File: config.mk
export PLATFORM = sky130hd
export DESIGN_NAME = moist_sens_fe
export DESIGN_NICKNAME = d
export VERILOG_FILES = /design/src/rtl/moist_sens_fe.sv
export SDC_FILE = /design/constraint.sdc
export NUM_CORES = 1
export LEC_CHECK = 0
export CORE_ASPECT_RATIO = 1.1
export CORE_MARGIN = 2
export CORE_UTILIZATION = 57
export DETAILED_ROUTE_END_ITERATION = 8
export GPL_ROUTABILITY_DRIVEN = 0
export PLACE_DENSITY = 0.8
export REMOVE_ABC_BUFFERS = 1
export SETUP_SLACK_MARGIN = 0.2
export SYNTH_ARGS = -nofsm -noshare
export SYNTH_HDL_FRONTEND = slang
export SYNTH_SLANG_ARGS = --single-unit
File: constraint.sdc
create_clock -name clk -period 2.8 [get_ports clk]
set_clock_uncertainty 0.2 [all_clocks]
set_input_delay 0.84 -clock clk [delete_from_list [all_inputs] [get_ports clk]]
set_output_delay 0.84 -clock clk [all_outputs]
set_load 0.01 [all_outputs]
File: src/rtl/moist_sens_fe.sv
// Soil-moisture sensor front end: triggers an external ADC, averages 2**AVG_LOG2
// conversions into an 8-bit level, and forces a safe "wet" level on a hung ADC.
module moist_sens_fe #(
  parameter int unsigned ADC_W    = 10,
  parameter int unsigned AVG_LOG2 = 2,
  parameter int unsigned SMP_GAP  = 16,
  parameter int unsigned TMO      = 64,
  parameter int unsigned FLT_MAX  = 3
) (
  input  logic             clk,
  input  logic             rst,
  input  logic [ADC_W-1:0] adc_data,
  input  logic             adc_done,
  output logic             adc_start,
  output logic [7:0]       wtr_lvl,
  output logic             lvl_vld,
  output logic             sens_flt
);

  localparam int unsigned ACC_W = ADC_W + AVG_LOG2;
  localparam int unsigned SMP_W = AVG_LOG2 + 1;
  localparam int unsigned TMO_W = $clog2(TMO);
  localparam int unsigned GAP_W = $clog2(SMP_GAP + 1);
  localparam int unsigned FLT_W = $clog2(FLT_MAX + 1);

  localparam logic [SMP_W-1:0] SMP_LAST = SMP_W'((2 ** AVG_LOG2) - 1);
  localparam logic [TMO_W-1:0] TMO_LAST = TMO_W'(TMO - 1);
  localparam logic [GAP_W-1:0] GAP_LAST = GAP_W'(SMP_GAP - 1);
  localparam logic [FLT_W-1:0] FLT_SAT  = FLT_W'(FLT_MAX);

  typedef enum logic [2:0] {
    IDLE   = 3'd0,
    START  = 3'd1,
    WAIT   = 3'd2,
    UPDATE = 3'd3,
    GAP    = 3'd4
  } state_t;

  state_t           r_state;
  state_t           w_state_nxt;
  logic [ACC_W-1:0] r_acc;
  logic [ACC_W-1:0] w_acc_nxt;
  logic [ACC_W-1:0] w_acc_sum;
  logic [SMP_W-1:0] r_smp_cnt;
  logic [SMP_W-1:0] w_smp_nxt;
  logic [TMO_W-1:0] r_tmo_cnt;
  logic [TMO_W-1:0] w_tmo_nxt;
  logic [GAP_W-1:0] r_gap_cnt;
  logic [GAP_W-1:0] w_gap_nxt;
  logic [FLT_W-1:0] r_flt_cnt;
  logic [FLT_W-1:0] w_flt_nxt;
  logic [FLT_W-1:0] w_flt_inc;
  logic             r_adc_start;
  logic             w_adc_start_nxt;
  logic [7:0]       r_wtr_lvl;
  logic [7:0]       w_wtr_lvl_nxt;
  logic             r_lvl_vld;
  logic             w_lvl_vld_nxt;
  logic             r_sens_flt;
  logic             w_sens_flt_nxt;

  assign w_acc_sum = r_acc + ACC_W'(adc_data);
  assign w_flt_inc = (r_flt_cnt == FLT_SAT) ? FLT_SAT : r_flt_cnt + FLT_W'(1);

  // Next state plus next values of every register. Registered outputs are computed
  // from the transition so they are valid during the state they belong to.
  always_comb begin
    w_state_nxt     = r_state;
    w_acc_nxt       = r_acc;
    w_smp_nxt       = r_smp_cnt;
    w_tmo_nxt       = r_tmo_cnt;
    w_gap_nxt       = r_gap_cnt;
    w_flt_nxt       = r_flt_cnt;
    w_wtr_lvl_nxt   = r_wtr_lvl;
    w_sens_flt_nxt  = r_sens_flt;
    w_adc_start_nxt = 1'b0;
    w_lvl_vld_nxt   = 1'b0;

    case (r_state)
      IDLE: begin
        w_state_nxt = START;
      end
      START: begin
        w_tmo_nxt   = '0;
        w_state_nxt = WAIT;
      end
      WAIT: begin
        if (adc_done) begin
          w_acc_nxt = w_acc_sum;
          w_smp_nxt = r_smp_cnt + SMP_W'(1);
          if (r_smp_cnt == SMP_LAST) begin
            // Publish on this edge so the level appears during UPDATE.
            w_wtr_lvl_nxt  = w_acc_sum[ACC_W-1 -: 8];
            w_sens_flt_nxt = 1'b0;
            w_state_nxt    = UPDATE;
          end else begin
            w_state_nxt = GAP;
          end
        end else if (r_tmo_cnt == TMO_LAST) begin
          w_acc_nxt   = '0;
          w_smp_nxt   = '0;
          w_tmo_nxt   = '0;
          w_flt_nxt   = w_flt_inc;
          w_state_nxt = GAP;
          if (w_flt_inc == FLT_SAT) begin
            w_sens_flt_nxt = 1'b1;
            w_wtr_lvl_nxt  = 8'hFF;
          end
        end else begin
          w_tmo_nxt = r_tmo_cnt + TMO_W'(1);
        end
      end
      UPDATE: begin
        w_acc_nxt   = '0;
        w_smp_nxt   = '0;
        w_flt_nxt   = '0;
        w_state_nxt = GAP;
      end
      GAP: begin
        if (r_gap_cnt == GAP_LAST) begin
          w_gap_nxt   = '0;
          w_state_nxt = START;
        end else begin
          w_gap_nxt = r_gap_cnt + GAP_W'(1);
        end
      end
      default: begin
        w_state_nxt = IDLE;
      end
    endcase

    w_adc_start_nxt = (w_state_nxt == START);
    w_lvl_vld_nxt   = (w_state_nxt == UPDATE);
  end

  always_ff @(posedge clk or posedge rst) begin
    if (rst) begin
      r_state     <= IDLE;
      r_acc       <= '0;
      r_smp_cnt   <= '0;
      r_tmo_cnt   <= '0;
      r_gap_cnt   <= '0;
      r_flt_cnt   <= '0;
      r_adc_start <= 1'b0;
      r_wtr_lvl   <= 8'hFF;
      r_lvl_vld   <= 1'b0;
      r_sens_flt  <= 1'b0;
    end else begin
      r_state     <= w_state_nxt;
      r_acc       <= w_acc_nxt;
      r_smp_cnt   <= w_smp_nxt;
      r_tmo_cnt   <= w_tmo_nxt;
      r_gap_cnt   <= w_gap_nxt;
      r_flt_cnt   <= w_flt_nxt;
      r_adc_start <= w_adc_start_nxt;
      r_wtr_lvl   <= w_wtr_lvl_nxt;
      r_lvl_vld   <= w_lvl_vld_nxt;
      r_sens_flt  <= w_sens_flt_nxt;
    end
  end

  assign adc_start = r_adc_start;
  assign wtr_lvl   = r_wtr_lvl;
  assign lvl_vld   = r_lvl_vld;
  assign sens_flt  = r_sens_flt;

endmodule

### Word-level counts from Yosys, hierarchy flattened

Index checks and enable logic that the tools add are counted.

* flip-flop bits (word level): 42
* input port bits: 13
* logic and storage cells: 66

* add/subtract/negate cells: 5
* eq/ne operators: 15
* mux-type cells: 27
* reduce and logical (&&, ||, !) cells: 9

Operator list (number)
* $mux W8: 4
* $mux W12: 2
* $pmux W12 S2: 1
* $mux W3: 6
* $pmux W3 S5: 1
* $add A12 B10 Y12: 1
* $eq A3 B2 Y1 const B: 4
* $mux W6: 2
* $pmux W6 S2: 1
* $reduce_bool A2 Y1: 4
* $add A6 B1 Y6 const B: 1
* $eq A3 B1 Y1 const B: 2
* $eq A6 B6 Y1 const B: 1
* $mux W2: 3
* $pmux W3 S2: 1
* $add A5 B1 Y5 const B: 1
* $eq A5 B4 Y1 const B: 1
* $mux W5: 1
* $eq A2 B2 Y1 const B: 2
* $mux W1: 4
* $ne A2 B2 Y1 const B: 2
* $pmux W2 S2: 1
* $reduce_and A2 Y1: 2
* $reduce_and A4 Y1: 1
* 7 further kinds: 7

### Depth between registers and ports, before layout

* depth after elaboration: 6
* depth in mapped cells: 7
* mapped depth without buffers: 7

### Worst setup path after synthesis

OpenSTA, ideal clock, no wires.

* kind: input port to flip-flop
* from: input port adc_data[0]
* to: register r_wtr_lvl[6], in the netlist wtr_lvl[6]
* setup time: 0.075 ns
* data arrival time: 2.342 ns
* required time: 2.525 ns
* setup slack: 0.183 ns
* stages on the path: 7
* cell sequence: ha_1 > fa_1 > a21o_1 > a221oi_2 > o21bai_1 > xnor2_1 > a2bb2oi_1

* longest elaborated chain between the ends: 3

Ends and longest elaborated chain
* from (decl): line 12 `input logic [ADC_W-1:0] adc_data,`
* $add A12 B10 Y12: line 62 `assign w_acc_sum = r_acc + ACC_W'(adc_data);`
* $mux W8: line 91 `if (r_smp_cnt == SMP_LAST) begin`
* $mux W8: line 88 `if (adc_done) begin`
* to (signal assigned): line 156 `r_wtr_lvl <= w_wtr_lvl_nxt;`
* to (decl): line 55 `logic [7:0] r_wtr_lvl;`

Every way passes these cells. The select of a mux whose other input is x is not followed.
A chain may end at the register's enable or synchronous reset.

### Final worst setup path

* from: input port adc_data[5]
* to: register r_acc[10]

* longest elaborated chain between the ends: 3

Ends and longest elaborated chain
* $add A12 B10 Y12: line 62
* $mux W12: line 88
* $pmux W12 S2: line 79 `case (r_state)`
* to (signal assigned): line 150 `r_acc <= w_acc_nxt;`
* to (decl): line 41 `logic [ACC_W-1:0] r_acc;`

Every way passes these cells.

==> results.yml <==
route:
  vias: 2029
  drtIter0Drc: 129
  drtAntennaViolNets: 0
  dr.pass1.iters: 4
  wl_per_cell_um: 17.7
  drcViolationCount: 0
  routed_wl_mm: 5.97
  post_drt_via_cell_ratio: 6.02
clock_network:
  cts.sinks: 42
  cts_max_path_buffers: 2
  cts_tree: "yes"
  htreeDepth: 2
  numCtsBuffers: 5
  path_clk_slew_ns: 0.09
  root_buffer: "clkbuf_8"
  cts_hold_buf: 0
  clkLatencyLatePin_ns: 0.29
worst_setup_path:
  reg2reg_slack_ns: 0.60
  r2r-start: "r_acc[0]"
  path_class: "input port to flop"
  reg2reg_depth: 10
  cp-end-kind: "flop"
  crit_path_start_kind: "input port"
  arrival_ns: 2.57
  worst_r2r_endpoint: "wtr_lvl[7]"
  crit_required_ns: 2.79
  crit_fanout: 5
logic_synthesis:
  synth_top_area_frac: 0.354
  async_flop_share: 1.00
  ys_seq_elements: 42
  yosysWarnings: 0
  synth-seq-area-share: 0.441
  synth_area_um2: 2400
  ys.flop_type: "dfrtp_1"
  yosysTopAreaCell: "dfrtp_1"
  synthTopCellsByCount: "dfrtp_1, nand2_1, o21ai_0"
  ys_types: 56
  synth_edf_count: 0
  synth_area_leaders: "dfrtp_1, dfstp_2, ha_1, nand2_1, o21ai_0"
  synth_cells: 237
  avgSynthCellArea_um2: 10.1
  yosysMostFrequentCell: "dfrtp_1"
floorplanning:
  io_pins: 24
  dieArea_um2: 4760
  core_region_area_um2: 3990
  row_count: 24
  start_util: 0.602
  die_y_um: 72.1
  die_x_um: 65.9
global_route:
  antenna_found_initial: 0
  grt_overflow: 0
  grt_pass1_wl_mm: 9.32
  grt_use_total: 0.255
  grt_max_degree: 43
  grt_pass1_vias: 2020
status:
  status: "finished, final reports clean"
final_layout:
  final_util: 0.777
  fin_nets: 312
  syn_to_final_growth_pct: 29.0
  layout-drive-gt1-share: 0.263
  n_antenna_cell: 0
timing:
  fin_crit_ns: 2.59
  worst_pin_slew_ns: 0.542
  rsz0062_at_grt: "true"
  setup_viol: 0
  relSlewSlack: 0.639
  max_freq_mhz: 387
  period_share: 0.923
  hold_viol: 0
  maxSlewViolCount: 0
  tns_ns: 0
placement:
  portBuffers: 23
  dp_hpwl_mm: 3.80
hold_path:
  min_delay_worst_endpoint: "r_smp_cnt[2]"
  hold_path_class: "flop to flop"
  hold_start: "r_smp_cnt[2]"
  whs_path_depth: 2
power:
  p_total_uw: 2900
  power_per_cell_area_nw_per_um2: 934
  vdd_drop_max_mv: 0.586
  power.leakage_uw: 0.00139
job:
  drv_cap: 0
==> kinds of logic (layout without fill, tap and decap cells) <==
group / after synthesis / in the layout / synth area share
muxes: 2 / 2 / 0.00832
adders and majority gates: 15 / 15 / 0.0812
xor gates and xnor gates: 9 / 9 / 0.0328
and+or+nand+nor: 78 / 78 / 0.170
DFF: 42 / 42 / 0.441
AOI/OAI and AO/OA: 77 / 77 / 0.233
buffers and inverters: 14 / 62 / 0.0343
==> routing by layer <==
metal,part of all wire,GRT usage
met1,0.42,0.337
met2,0.53,0.434
met3,0.047,0.0481
met4,0.0042,0.0635
met5,0,0
==> state kept, by name, summed over array words and instances, names as in the netlist <==
| signal | flops |
|---|---|
| r_acc | 12 |
| wtr_lvl | 8 |
| r_smp_cnt | 3 |
| r_tmo_cnt | 6 |
| sens_flt | 1 |
| r_flt_cnt | 2 |
| adc_start | 1 |
| r_gap_cnt | 5 |
| lvl_vld | 1 |
| r_state | 3 |
==> report_power, final <==
group	total, uW	internal, uW	switching, uW
clock network	489	267	222
registers	1020	823	196
logic	1390	705	684
==> repair_timing <==
item | 4_1_cts | 5_1_grt
resized for setup | 7 | 24
setup endpoints to repair | 10 | 10
pin swaps | 9 | 12
setup buffers | 1 | 3
==> worst max path at each step <==
stage / startpoint / cells past startpoint / to
after floorplan: adc_data[0] / 7 / wtr_lvl[6]
after detailed placement: adc_data[0] / 8 / wtr_lvl[6]
final: adc_data[5] / 8 / r_acc[10]
after global placement: adc_data[0] / 8 / wtr_lvl[6]
after global routing: adc_data[8] / 7 / wtr_lvl[7]
after CTS: adc_data[1] / 8 / r_acc[11]
==> final cells by class <==
cell class | count | area, um2
well taps | 52 | 65.1
multi-input cells | 181 | 1430
flip-flops and latches | 42 | 1060
inverters | 9 | 33.8
clock buffers | 5 | 68.8
repair buffers | 45 | 404
fillers | 279 | 892
clock inverters | 3 | 43.8
==> per-stage QoR <==
| stage | cell area (um2) | cells | setup WS, ns | hold slack (ns) |
|---|---|---|---|---|
| 6_report | 3100 | 337 | 0.215 | 0.305 |
| 3_3_place_gp | 2790 | 325 | -0.279 | 0.272 |
| 2_1_floorplan | 2360 | 232 | 0.183 | 0.250 |
| 4_1_cts | 2950 | 334 | 0.153 | 0.302 |
| 3_5_place_dp | 2790 | 325 | -0.367 | 0.282 |
| 5_1_grt | 3100 | 337 | 0.148 | 0.320 |
==> critical path: stages <==
cell and delay (ns):
clkdlybuf4s50_1 0.46, ha_4 0.34, and3_4 0.20, a221oi_4 0.07, buf_4 0.15, or2_2 0.29
a21oi_1 0.15, o21ai_1 0.08
==> layout by cell type, fill, tap and decap left out, types with 2 or more instances in the layout <==
cell type         n
inv_1             9
dfrtp_1          34
ha_1              6
a21oi_2           2
a21oi_1          12
a31oi_1           2
a21o_1            4
o31ai_1           2
nor3b_1           2
o21ai_0          16
ha_4              6
o21ai_1           3
or2_2             2
nor2_1           10
dlymetal6s2s_1    4
nand2_1          28
nand4_1           3
mux2i_1           2
o22a_1            5
ha_2              2
nor2b_1           4
xnor2_1           6
a2bb2oi_1         2
clkbuf_8          5
xor2_1            2
buf_4            22
a22o_2            3
and2_1            2
o21bai_2          2
clkdlybuf4s50_1  18
nand3_1           8
nor3_1            5
a22o_1            6
dfstp_2           8
No activity file was read; power rests on OpenSTA's default activity.
